File: config.mk
export PLATFORM = sky130hd
export DESIGN_NAME = ft600_device_emulator_flat
export DESIGN_NICKNAME = d
export VERILOG_FILES = /design/src/rtl/ft600_pkg.sv /design/src/rtl/ft600_device_emulator_if.sv /design/src/rtl/ft600_emu_fifo.sv /design/src/rtl/ft600_device_emulator.sv /design/src/flat_wrapper.sv
export SDC_FILE = /design/constraint.sdc
export NUM_CORES = 1
export LEC_CHECK = 0
export ABC_AREA = 1
export CAP_MARGIN = 20
export CORE_MARGIN = 2
export CORE_UTILIZATION = 52
export CTS_BUF_LIST = sky130_fd_sc_hd__clkbuf_16
export DETAILED_ROUTE_END_ITERATION = 10
export PLACE_DENSITY = 0.81
export SKIP_LAST_GASP = 1
export SYNTH_ARGS = -nofsm -noshare
export SYNTH_HDL_FRONTEND = slang
export SYNTH_SLANG_ARGS = --single-unit
File: constraint.sdc
create_clock -name ftdi_clk -period 6.05 [get_ports ftdi_clk]
set_input_delay 0.9075 -clock ftdi_clk [delete_from_list [all_inputs] [get_ports ftdi_clk]]
set_output_delay 0.9075 -clock ftdi_clk [all_outputs]
set_load 0.02 [all_outputs]
File: src/rtl/ft600_pkg.sv
// Shared types and constants for the FT600 device emulator.
// Provides the {be,data} bus word type, byte-enable codes and a FIFO
// occupancy helper used to register the bus flags from next-state counts.
package ft600_pkg;

  localparam int unsigned FT600_DATA_W = 16;
  localparam int unsigned FT600_BE_W   = 2;

  typedef struct packed {
    logic [FT600_BE_W-1:0]   be;
    logic [FT600_DATA_W-1:0] data;
  } ft600_word_t;

  localparam logic [FT600_BE_W-1:0] BE_BOTH = 2'b11;
  localparam logic [FT600_BE_W-1:0] BE_LOW  = 2'b01;
  localparam logic [FT600_BE_W-1:0] BE_HIGH = 2'b10;

  // Occupancy after one edge given the qualified push/pop of that edge.
  function automatic int unsigned next_count(int unsigned count, logic push, logic pop);
    int unsigned n;
    n = count;
    if (push) n = n + 32'd1;
    if (pop)  n = n - 32'd1;
    return n;
  endfunction

endpackage

File: src/rtl/ft600_device_emulator_if.sv
// Bus bundle between the FPGA-side FT600 master / host model and the emulator.
// slave  : the emulator (chip side) - drives flags, read data, host handshakes.
// master : the FPGA master plus host model - drives strobes, write data, host data.
interface ft600_device_emulator_if #(
  parameter int unsigned DEPTH_LOG2 = 4
);
  import ft600_pkg::*;

  logic                    ftdi_rxf_n;
  logic                    ftdi_txe_n;
  logic                    ftdi_oe_n;
  logic                    ftdi_rd_n;
  logic                    ftdi_wr_n;
  logic [FT600_DATA_W-1:0] ftdi_data_i;
  logic [FT600_BE_W-1:0]   ftdi_be_i;
  logic [FT600_DATA_W-1:0] ftdi_data_o;
  logic [FT600_BE_W-1:0]   ftdi_be_o;
  logic                    ftdi_bus_oe;
  logic                    host_tx_valid;
  logic                    host_tx_ready;
  logic [FT600_DATA_W-1:0] host_tx_data;
  logic [FT600_BE_W-1:0]   host_tx_be;
  logic                    host_rx_valid;
  logic                    host_rx_ready;
  logic [FT600_DATA_W-1:0] host_rx_data;
  logic [FT600_BE_W-1:0]   host_rx_be;
  logic [DEPTH_LOG2:0]     rx_count;
  logic [DEPTH_LOG2:0]     tx_count;
  logic                    protocol_err;

  modport slave (
    input  ftdi_oe_n, ftdi_rd_n, ftdi_wr_n, ftdi_data_i, ftdi_be_i,
    input  host_tx_valid, host_tx_data, host_tx_be, host_rx_ready,
    output ftdi_rxf_n, ftdi_txe_n, ftdi_data_o, ftdi_be_o, ftdi_bus_oe,
    output host_tx_ready, host_rx_valid, host_rx_data, host_rx_be,
    output rx_count, tx_count, protocol_err
  );

  modport master (
    output ftdi_oe_n, ftdi_rd_n, ftdi_wr_n, ftdi_data_i, ftdi_be_i,
    output host_tx_valid, host_tx_data, host_tx_be, host_rx_ready,
    input  ftdi_rxf_n, ftdi_txe_n, ftdi_data_o, ftdi_be_o, ftdi_bus_oe,
    input  host_tx_ready, host_rx_valid, host_rx_data, host_rx_be,
    input  rx_count, tx_count, protocol_err
  );

endinterface

File: src/rtl/ft600_emu_fifo.sv
// Synchronous show-ahead FIFO of ft600_word_t, 2**DEPTH_LOG2 entries.
// clk_i/rst_ni : clock, async active-low reset (pointers and count only)
// push_i/wdata_i : write, ignored when full
// pop_i/rdata_o  : read, rdata_o is the head word, 0 when empty
// full_o/empty_o/count_o : status, count_o is DEPTH_LOG2+1 bits
module ft600_emu_fifo
  import ft600_pkg::*;
#(
  parameter int unsigned DEPTH_LOG2 = 4
) (
  input  logic                clk_i,
  input  logic                rst_ni,
  input  logic                push_i,
  input  ft600_word_t         wdata_i,
  input  logic                pop_i,
  output ft600_word_t         rdata_o,
  output logic                full_o,
  output logic                empty_o,
  output logic [DEPTH_LOG2:0] count_o
);

  localparam int unsigned Depth = 1 << DEPTH_LOG2;
  localparam int unsigned CntW  = DEPTH_LOG2 + 1;

  ft600_word_t           mem_q [Depth];
  logic [DEPTH_LOG2-1:0] wr_ptr_q, rd_ptr_q;
  logic [CntW-1:0]       count_q, count_d;
  logic                  push_ok, pop_ok;

  assign full_o  = (count_q == CntW'(Depth));
  assign empty_o = (count_q == '0);
  assign count_o = count_q;
  assign push_ok = push_i & ~full_o;
  assign pop_ok  = pop_i & ~empty_o;
  assign rdata_o = empty_o ? '0 : mem_q[rd_ptr_q];

  always_comb begin
    count_d = count_q;
    unique case ({push_ok, pop_ok})
      2'b10:   count_d = count_q + CntW'(1);
      2'b01:   count_d = count_q - CntW'(1);
      default: count_d = count_q;
    endcase
  end

  always_ff @(posedge clk_i or negedge rst_ni) begin
    if (!rst_ni) begin
      wr_ptr_q <= '0;
      rd_ptr_q <= '0;
      count_q  <= '0;
    end else begin
      if (push_ok) wr_ptr_q <= wr_ptr_q + 1'b1;
      if (pop_ok)  rd_ptr_q <= rd_ptr_q + 1'b1;
      count_q <= count_d;
    end
  end

  // Storage needs no reset: the count gates every read.
  always_ff @(posedge clk_i) begin
    if (push_ok) mem_q[wr_ptr_q] <= wdata_i;
  end

endmodule

File: src/rtl/ft600_device_emulator.sv
// Chip-side model of the FT600 245-style synchronous FIFO bus.
// ftdi_clk/rst_n : bus clock, async active-low reset
// bus (slave)    : FT600 pins toward the FPGA master, host push/pop handshakes,
//                  FIFO occupancies and a sticky protocol_err flag.
// RX FIFO carries host->FPGA words, TX FIFO carries FPGA->host words.
module ft600_device_emulator
  import ft600_pkg::*;
#(
  parameter int unsigned DEPTH_LOG2 = 4,
  parameter int unsigned DATA_W     = FT600_DATA_W,
  parameter int unsigned BE_W       = FT600_BE_W
) (
  input logic                    ftdi_clk,
  input logic                    rst_n,
  ft600_device_emulator_if.slave bus
);

  localparam int unsigned Depth = 1 << DEPTH_LOG2;

  logic [DATA_W-1:0]   wr_data;
  logic [BE_W-1:0]     wr_be;
  ft600_word_t         rx_wdata, tx_wdata, rx_head, tx_head;
  logic                rx_push, rx_pop, tx_push, tx_pop;
  logic                rx_full, rx_empty, tx_full, tx_empty;
  logic [DEPTH_LOG2:0] rx_count, tx_count;
  logic                rxf_n_q, txe_n_q, protocol_err_q;
  logic                rxf_n_d, txe_n_d, err_set;

  assign wr_data  = bus.ftdi_data_i;
  assign wr_be    = bus.ftdi_be_i;
  assign rx_wdata = '{be: bus.host_tx_be, data: bus.host_tx_data};
  assign tx_wdata = '{be: wr_be, data: wr_data};

  // Strobe qualification. A write during OE (contention) or while full never pushes,
  // and an all-zero byte enable carries no payload.
  assign rx_push = bus.host_tx_valid & bus.host_tx_ready;
  assign rx_pop  = ~bus.ftdi_oe_n & ~bus.ftdi_rd_n & ~rx_empty;
  assign tx_push = ~bus.ftdi_wr_n & bus.ftdi_oe_n & ~tx_full & (wr_be != '0);
  assign tx_pop  = bus.host_rx_valid & bus.host_rx_ready;
  assign err_set = ~bus.ftdi_wr_n & (~bus.ftdi_oe_n | tx_full);

  ft600_emu_fifo #(.DEPTH_LOG2(DEPTH_LOG2)) u_rx_fifo (
    .clk_i   (ftdi_clk),
    .rst_ni  (rst_n),
    .push_i  (rx_push),
    .wdata_i (rx_wdata),
    .pop_i   (rx_pop),
    .rdata_o (rx_head),
    .full_o  (rx_full),
    .empty_o (rx_empty),
    .count_o (rx_count)
  );

  ft600_emu_fifo #(.DEPTH_LOG2(DEPTH_LOG2)) u_tx_fifo (
    .clk_i   (ftdi_clk),
    .rst_ni  (rst_n),
    .push_i  (tx_push),
    .wdata_i (tx_wdata),
    .pop_i   (tx_pop),
    .rdata_o (tx_head),
    .full_o  (tx_full),
    .empty_o (tx_empty),
    .count_o (tx_count)
  );

  // Flags come from next-state occupancy so they move on the consuming edge.
  assign rxf_n_d = (next_count(32'(rx_count), rx_push, rx_pop) == 0);
  assign txe_n_d = (next_count(32'(tx_count), tx_push, tx_pop) == Depth);

  always_ff @(posedge ftdi_clk or negedge rst_n) begin
    if (!rst_n) begin
      rxf_n_q        <= 1'b1;
      txe_n_q        <= 1'b1;
      protocol_err_q <= 1'b0;
    end else begin
      rxf_n_q <= rxf_n_d;
      txe_n_q <= txe_n_d;
      if (err_set) protocol_err_q <= 1'b1;
    end
  end

  // Gated with rst_n so the bus is released and pushes refused while in reset.
  assign bus.ftdi_bus_oe   = ~bus.ftdi_oe_n & rst_n;
  assign bus.host_tx_ready = ~rx_full & rst_n;

  assign bus.ftdi_rxf_n    = rxf_n_q;
  assign bus.ftdi_txe_n    = txe_n_q;
  assign bus.ftdi_data_o   = rx_head.data;
  assign bus.ftdi_be_o     = rx_head.be;
  assign bus.host_rx_valid = ~tx_empty;
  assign bus.host_rx_data  = tx_head.data;
  assign bus.host_rx_be    = tx_head.be;
  assign bus.rx_count      = rx_count;
  assign bus.tx_count      = tx_count;
  assign bus.protocol_err  = protocol_err_q;

endmodule

File: src/flat_wrapper.sv
// flat-port wrapper written by rule: the top's interface ports become plain ports
module ft600_device_emulator_flat import ft600_pkg::*;
#(
  parameter int unsigned DEPTH_LOG2 = 4,
  parameter int unsigned DATA_W     = FT600_DATA_W,
  parameter int unsigned BE_W       = FT600_BE_W
)
  (ftdi_clk, rst_n, bus_ftdi_oe_n, bus_ftdi_rd_n, bus_ftdi_wr_n, bus_ftdi_data_i, bus_ftdi_be_i, bus_host_tx_valid, bus_host_tx_data, bus_host_tx_be, bus_host_rx_ready, bus_ftdi_rxf_n, bus_ftdi_txe_n, bus_ftdi_data_o, bus_ftdi_be_o, bus_ftdi_bus_oe, bus_host_tx_ready, bus_host_rx_valid, bus_host_rx_data, bus_host_rx_be, bus_rx_count, bus_tx_count, bus_protocol_err);
  ft600_device_emulator_if #(.DEPTH_LOG2(DEPTH_LOG2)) bus_i ();
  input logic ftdi_clk;
  input logic rst_n;
  input wire logic [$bits(bus_i.ftdi_oe_n)-1:0] bus_ftdi_oe_n;
  input wire logic [$bits(bus_i.ftdi_rd_n)-1:0] bus_ftdi_rd_n;
  input wire logic [$bits(bus_i.ftdi_wr_n)-1:0] bus_ftdi_wr_n;
  input wire logic [$bits(bus_i.ftdi_data_i)-1:0] bus_ftdi_data_i;
  input wire logic [$bits(bus_i.ftdi_be_i)-1:0] bus_ftdi_be_i;
  input wire logic [$bits(bus_i.host_tx_valid)-1:0] bus_host_tx_valid;
  input wire logic [$bits(bus_i.host_tx_data)-1:0] bus_host_tx_data;
  input wire logic [$bits(bus_i.host_tx_be)-1:0] bus_host_tx_be;
  input wire logic [$bits(bus_i.host_rx_ready)-1:0] bus_host_rx_ready;
  output wire logic [$bits(bus_i.ftdi_rxf_n)-1:0] bus_ftdi_rxf_n;
  output wire logic [$bits(bus_i.ftdi_txe_n)-1:0] bus_ftdi_txe_n;
  output wire logic [$bits(bus_i.ftdi_data_o)-1:0] bus_ftdi_data_o;
  output wire logic [$bits(bus_i.ftdi_be_o)-1:0] bus_ftdi_be_o;
  output wire logic [$bits(bus_i.ftdi_bus_oe)-1:0] bus_ftdi_bus_oe;
  output wire logic [$bits(bus_i.host_tx_ready)-1:0] bus_host_tx_ready;
  output wire logic [$bits(bus_i.host_rx_valid)-1:0] bus_host_rx_valid;
  output wire logic [$bits(bus_i.host_rx_data)-1:0] bus_host_rx_data;
  output wire logic [$bits(bus_i.host_rx_be)-1:0] bus_host_rx_be;
  output wire logic [$bits(bus_i.rx_count)-1:0] bus_rx_count;
  output wire logic [$bits(bus_i.tx_count)-1:0] bus_tx_count;
  output wire logic [$bits(bus_i.protocol_err)-1:0] bus_protocol_err;
  assign bus_i.ftdi_oe_n = bus_ftdi_oe_n;
  assign bus_i.ftdi_rd_n = bus_ftdi_rd_n;
  assign bus_i.ftdi_wr_n = bus_ftdi_wr_n;
  assign bus_i.ftdi_data_i = bus_ftdi_data_i;
  assign bus_i.ftdi_be_i = bus_ftdi_be_i;
  assign bus_i.host_tx_valid = bus_host_tx_valid;
  assign bus_i.host_tx_data = bus_host_tx_data;
  assign bus_i.host_tx_be = bus_host_tx_be;
  assign bus_i.host_rx_ready = bus_host_rx_ready;
  assign bus_ftdi_rxf_n = bus_i.ftdi_rxf_n;
  assign bus_ftdi_txe_n = bus_i.ftdi_txe_n;
  assign bus_ftdi_data_o = bus_i.ftdi_data_o;
  assign bus_ftdi_be_o = bus_i.ftdi_be_o;
  assign bus_ftdi_bus_oe = bus_i.ftdi_bus_oe;
  assign bus_host_tx_ready = bus_i.host_tx_ready;
  assign bus_host_rx_valid = bus_i.host_rx_valid;
  assign bus_host_rx_data = bus_i.host_rx_data;
  assign bus_host_rx_be = bus_i.host_rx_be;
  assign bus_rx_count = bus_i.rx_count;
  assign bus_tx_count = bus_i.tx_count;
  assign bus_protocol_err = bus_i.protocol_err;
  ft600_device_emulator #(.DEPTH_LOG2(DEPTH_LOG2), .DATA_W(DATA_W), .BE_W(BE_W)) u_core (.ftdi_clk(ftdi_clk), .rst_n(rst_n), .bus(bus_i));
endmodule
; ---- Yosys cells after proc, flatten, opt, wreduce, memory -nomap -nowiden
; Memory sizes are Yosys's and may differ from the RTL's.
; Index checks and enable logic that the tools add are counted.
; Widths: inputs -> output; s select.
[totals]
ff_bits = 29
ramBits = 576
inputBits = 43
out_inout_bits = 52
wordCells = 70
memories = 2
[mem_list]
columns = name, words, width, read_ports, rd_ports_with_merged_regs, wr, line_no
row1 = u_core.u_rx_fifo.mem_q, 16, 18, 1, 0, 1, ft600_emu_fifo.sv:25  ; ft600_word_t mem_q [Depth];
row2 = u_core.u_tx_fifo.mem_q, 16, 18, 1, 0, 1, ft600_emu_fifo.sv:25
[classes]
addsub = 12
n_eq_ne = 7
mux = 12
bitwise_logic = 22
n_reduce_logical = 6
[ops]
columns = cell, n
row1 = $mux 32, 4
row2 = $sub 32x1->32 const B, 2
row3 = $mux 18, 2
row4 = $eq 32x5->1 const B, 1
row5 = $logic_not 32->1, 1
row6 = $pmux 5 s2, 2
row7 = $add 4x1->4 const B, 4
row8 = $and 1x1->1, 14
row9 = $add 5x1->6 const B, 2
row10 = $add 5x1->5 const B, 2
row11 = $eq 5x5->1 const B, 2
row12 = $logic_not 5->1, 2
row13 = $sub 5x1->5 const B, 2
row14 = $not 1->1, 7
row15 = $reduce_bool 2->1, 3
row16 = $eq 2x1->1 const B, 2
row17 = $eq 2x2->1 const B, 2
row18 = $mux 1, 4
row19 = $or 1x1->1, 1

; ---- Longest topological paths before layout
[depth]
depth_word = 8
depth_mapped = 16
depth_no_buf = 16

; ---- Cells and area by module
; From an unflattened synthesis, not the netlist that was laid out.
[hier_totals]
cells_unflattened = 2283
area_unflattened_um2 = 25549.5
[by_module_without_submodules]
columns = module, instances, cells_per_inst, area_each_um2
row1 = ft600_emu_fifo, 2, 1087, 12434.4
row2 = ft600_device_emulator, 1, 109, 680.7

; ---- Worst setup path before layout
; OpenSTA, ideal clock, no wires.
[synth_timing]
path_type = flip-flop to output port
from = register u_core.u_tx_fifo.count_q[0] (netlist: u_core.u_tx_fifo.count_o[0])
to = output bus_host_rx_be[0]
arrival_time_ns = 1.987
setup_slack_ns = 3.155
path_stages_with_launch = 7
path_cell_list = dfrtp_1 -> inv_1 -> ha_1 -> nand3_1 -> clkinv_1 -> buf_1 -> a21oi_1
[synth_between]
elab_chain_cells = 2
[synth_rtl]
columns = item, line_no
row1 = start: declaration, ft600_emu_fifo.sv:27  ; logic [CntW-1:0] count_q, count_d;
row2 = start signal: assignment, ft600_emu_fifo.sv:54  ; count_q <= count_d;
row3 = $logic_not 5->1, ft600_emu_fifo.sv:31  ; assign empty_o = (count_q == '0);
row4 = $mux 18, ft600_emu_fifo.sv:35  ; assign rdata_o = empty_o ? '0 : mem_q[rd_ptr_q];
row5 = end: declaration, flat_wrapper.sv:29  ; output wire logic [$bits(bus_i.host_rx_be)-1:0] bus_host_rx_be;
; Every way passes these cells.

; ---- Worst setup path in the final report
[layout_timing]
from = register u_core.u_tx_fifo.rd_ptr_q[0]
to = output bus_host_rx_data[0]
[layout_between]
elab_chain_cells = 2
[layout_rtl]
columns = item, line_no
row1 = start: declaration, ft600_emu_fifo.sv:26  ; logic [DEPTH_LOG2-1:0] wr_ptr_q, rd_ptr_q;
row2 = start signal: assignment, ft600_emu_fifo.sv:53  ; if (pop_ok) rd_ptr_q <= rd_ptr_q + 1'b1;
row3 = $mem_v2 16x18, --
row4 = $mux 18, ft600_emu_fifo.sv:35
row5 = end: declaration, flat_wrapper.sv:28  ; output wire logic [$bits(bus_i.host_rx_data)-1:0] bus_host_rx_data;
; Every way passes these cells.

==> run metrics <==
outcome finished, final reports clean; first-pass GRT wire length 90.6 mm; CTS tree built; CP delay by family, top buffers and inverters; syn nets around 1900; Setup TNS 0 ps; CTS Hold Bufs 0; worst-margin pin slew 1130 ps; nets@finish about 2000; initial DRC count 2167; Pins Over Slew Limit 0; number of I/O pins between 90 and 100; CTS Sinks around 610; overall routed net length 60.4 mm; Max stage delay on crit path 890 ps; cell depth of the worst flop-to-flop path 16; DP Wirelength 32.3 mm; DR vias around 16000; DR vias/cell between 6 and 7; CP max FO between 100 and 150; Register Area around 18000 um^2; post-CTS setup buffers 0; CP Data Required Time 5140 ps; fillcell total between 3000 and 4000; total grt overflow 0; Syn Area/Cell around 14 um^2; VDD IR max ~430 uV; CP max stage cell buf_4; initial antenna violation count 2; Post-Syn Area between 20000 and 25000 um^2; commonest cells after routing, fill and taps aside 576 x edfxtp_1, 270 x nor2_1, 155 x o21ai_0, 144 x o21bai_1, 108 x o221ai_1; sequence of cells on the critical path buf_4 -> o21ai_0 -> o221ai_1 -> nand3_1 -> a21oi_1 -> clkdlybuf4s50_1; Tmin final around 4900 ps; area of the multi-input gates ~6300 um^2; # Max-Cap Violations 0; Crit Path Class reg2out; cts bufs inserted 58; IO Port Bufs 94; core area between 40000 and 50000 um^2; Global Route Usage Sum 0.239; Synth Register Bits 605; period utilization 0.803; Core Util, Final 0.600; Max Clk Rate about 0.21 GHz; synth unique cells 39; Max clock buf depth 3; Fin. Hold Viols 0; Clock Root Buffer clkbuf_16; Worst-Skew Late Latency a little over 600 ps; CP Capture Type primary output; clk slew on worst S/H paths roughly 70 ps; gpl congestion between 0.8 and 0.9; worst flop-to-flop path endpoint u_core.u_rx_fifo.count_o[4]; Leakage 9.41 nW; Synth-to-Final Area Change 14.2%; register area share after synthesis 0.722; DRT Pass-1 Iters 5; Buf/Inv on CP 2; Rows 80; Mapped Cells around 1800; Reg2Reg Setup Slack roughly 3000 ps; Die Y 223 um; layout cells sized above 1 0.0968; HP Class in2async; # resized after CTS 0; H-tree depth 2; Routed Antenna Nets 0; worst flop-to-flop path startpoint u_core.u_rx_fifo.count_o[0]; initial core utilization 0.525; Setup Skew 35.4 ps; Post-route DRC 0; chip width between 200 and 250 um; final setup fails 0; vias in the first global route between 15000 and 20000; CP Data Arrival Time ~4000 ps; Pwr Density between 400 and 500 nW/um^2; pin count of the biggest net entering global routing roughly 110; wire per inst 23.4 um; Yosys warning count 0; startpoint types flip-flop; RSZ-0062 raised after global routing false; max_slew headroom 0.248; leading cell type in the layout, fill and taps excluded edfxtp_1; die area around 50000 um^2
==> cell families (layout without fill, tap and decap cells) <==
kind of cell    after synthesis  after routing  synth area share
xor+xnor                     19             19           0.00666
simple gates                486            486            0.0820
flops                       605            605             0.722
fa+ha+maj                    28             28            0.0146
buf+inv                     170            296            0.0312
other cells                   0              1                 0
compound gates              529            529             0.144
==> worst register-to-register path: stages, from the launching register on <==
cell and delay (ps):
dfrtp_1 460, inv_1 150, ha_1 280, nand3_1 170, nand3_1 210, inv_1 230, ha_1 270, inv_1 110
fa_1 370, inv_1 100, a21oi_1 80, nor2_1 110, nor2_1 70, nand2_1 60, nand2_1 50, nor2_1 110
xor2_1 160
==> final cells by class <==
class,count,share of cell area
Clock inverter,51,0.0173
Inverter,51,0.00698
Clock buffer,59,0.0518
Tap cell,615,0.0270
Timing Repair Buffer,135,0.0445
Sequential cell,605,0.633
Multi-Input combinational cell,1062,0.220
Antenna cell,1,0.0000877
==> worst max path at each step <==
| stage | startpoint | to | slack [ps] | cells past startpoint |
|---|---|---|---|---|
| final | u_core.u_tx_fifo.rd_ptr_q[0] | bus_host_rx_data[0] | 1190 | 6 |
| after global routing | u_core.u_tx_fifo.rd_ptr_q[0] | bus_host_rx_be[1] | 990 | 6 |
| after CTS | u_core.u_tx_fifo.rd_ptr_q[0] | bus_host_rx_be[1] | 1220 | 6 |
| after detailed placement | u_core.u_rx_fifo.rd_ptr_q[0] | bus_ftdi_data_o[5] | 1920 | 6 |
| after global placement | u_core.u_rx_fifo.rd_ptr_q[0] | bus_ftdi_data_o[9] | 2010 | 7 |
| after floorplan | u_core.u_tx_fifo.count_o[0] | bus_host_rx_be[0] | 3160 | 6 |
==> registers in the layout (all words and copies together), names as in the netlist <==
| signal | count |
|---|---|
| u_core.u_rx_fifo.mem_q | 288 |
| u_core.bus.ftdi_txe_n | 1 |
| u_core.u_tx_fifo.mem_q | 288 |
| u_core.u_rx_fifo.rd_ptr_q | 4 |
| u_core.bus.protocol_err | 1 |
| u_core.u_tx_fifo.count_o | 5 |
| u_core.u_rx_fifo.count_o | 5 |
| u_core.u_tx_fifo.wr_ptr_q | 4 |
| u_core.u_tx_fifo.rd_ptr_q | 4 |
| u_core.u_rx_fifo.wr_ptr_q | 4 |
| u_core.bus.ftdi_rxf_n | 1 |
==> stage by stage <==
step	instance area (um^2)	total power, mW	setup slack [ps]	std cells	hold slack [ps]
final	28500	13.8	1190	2579	405
after global routing	28500	14.4	985	2579	462
after CTS	28500	13.8	1220	2578	422
after detailed placement	26500	10.1	1920	2468	463
after global placement	26500	9.87	2010	2468	454
after floorplan	25000	8.41	3160	1837	504
==> where the power goes <==
group / internal [mW] / total (mW) / switching [mW]
Clock: 2.13 / 3.70 / 1.58
Sequential: 4.85 / 5.25 / 0.403
Combinational: 1.79 / 4.84 / 3.05
Total: 8.77 / 13.8 / 5.03
==> metal layers <==
layer  track usage  routed length (um)  share of wire
met3        0.0450                5470          0.091
met4        0.0981                2290          0.038
met2         0.385               29100           0.48
met1         0.322               23500           0.39
met5             0                  15        0.00025
==> synthesized netlist by cell type <==
master      n  area [um^2]
edfxtp_1  576        17300
nor2_1    302         1130
o21ai_0   155          776
o21bai_1  144         1080
o221ai_1  108          946
nand3_1    84          420
nand2_1    72          270
clkbuf_1   53          199
a21oi_1    48          240
inv_1      41          154
o211ai_1   36          270
o21a_1     36          270
buf_2      33          165
dfrtp_1    27          676
ha_1       26          325
xor2_1     17          149
buf_4      15          113
nand4_1    12         75.1
clkbuf_2    8         40.0
buf_1       6         22.5
inv_2       5         18.8
buf_6       4         45.0
clkinv_1    4         15.0
nand2_2     3         18.8
nand3_4     3         52.6
dfstp_2     2         52.6
fa_1        2         40.0
nand3b_1    2         15.0
or2_2       2         12.5
xnor2_1     2         17.5
inv_4       1         6.26
nand2_4     1         11.3
nand3_2     1         10.0
nor2_2      1         6.26
nor2_4      1         11.3
nor3_1      1         5.00
nor3b_1     1         7.51
o21ai_1     1         5.00
o21ai_2     1         8.76
(Power assumes the default switching activity.)
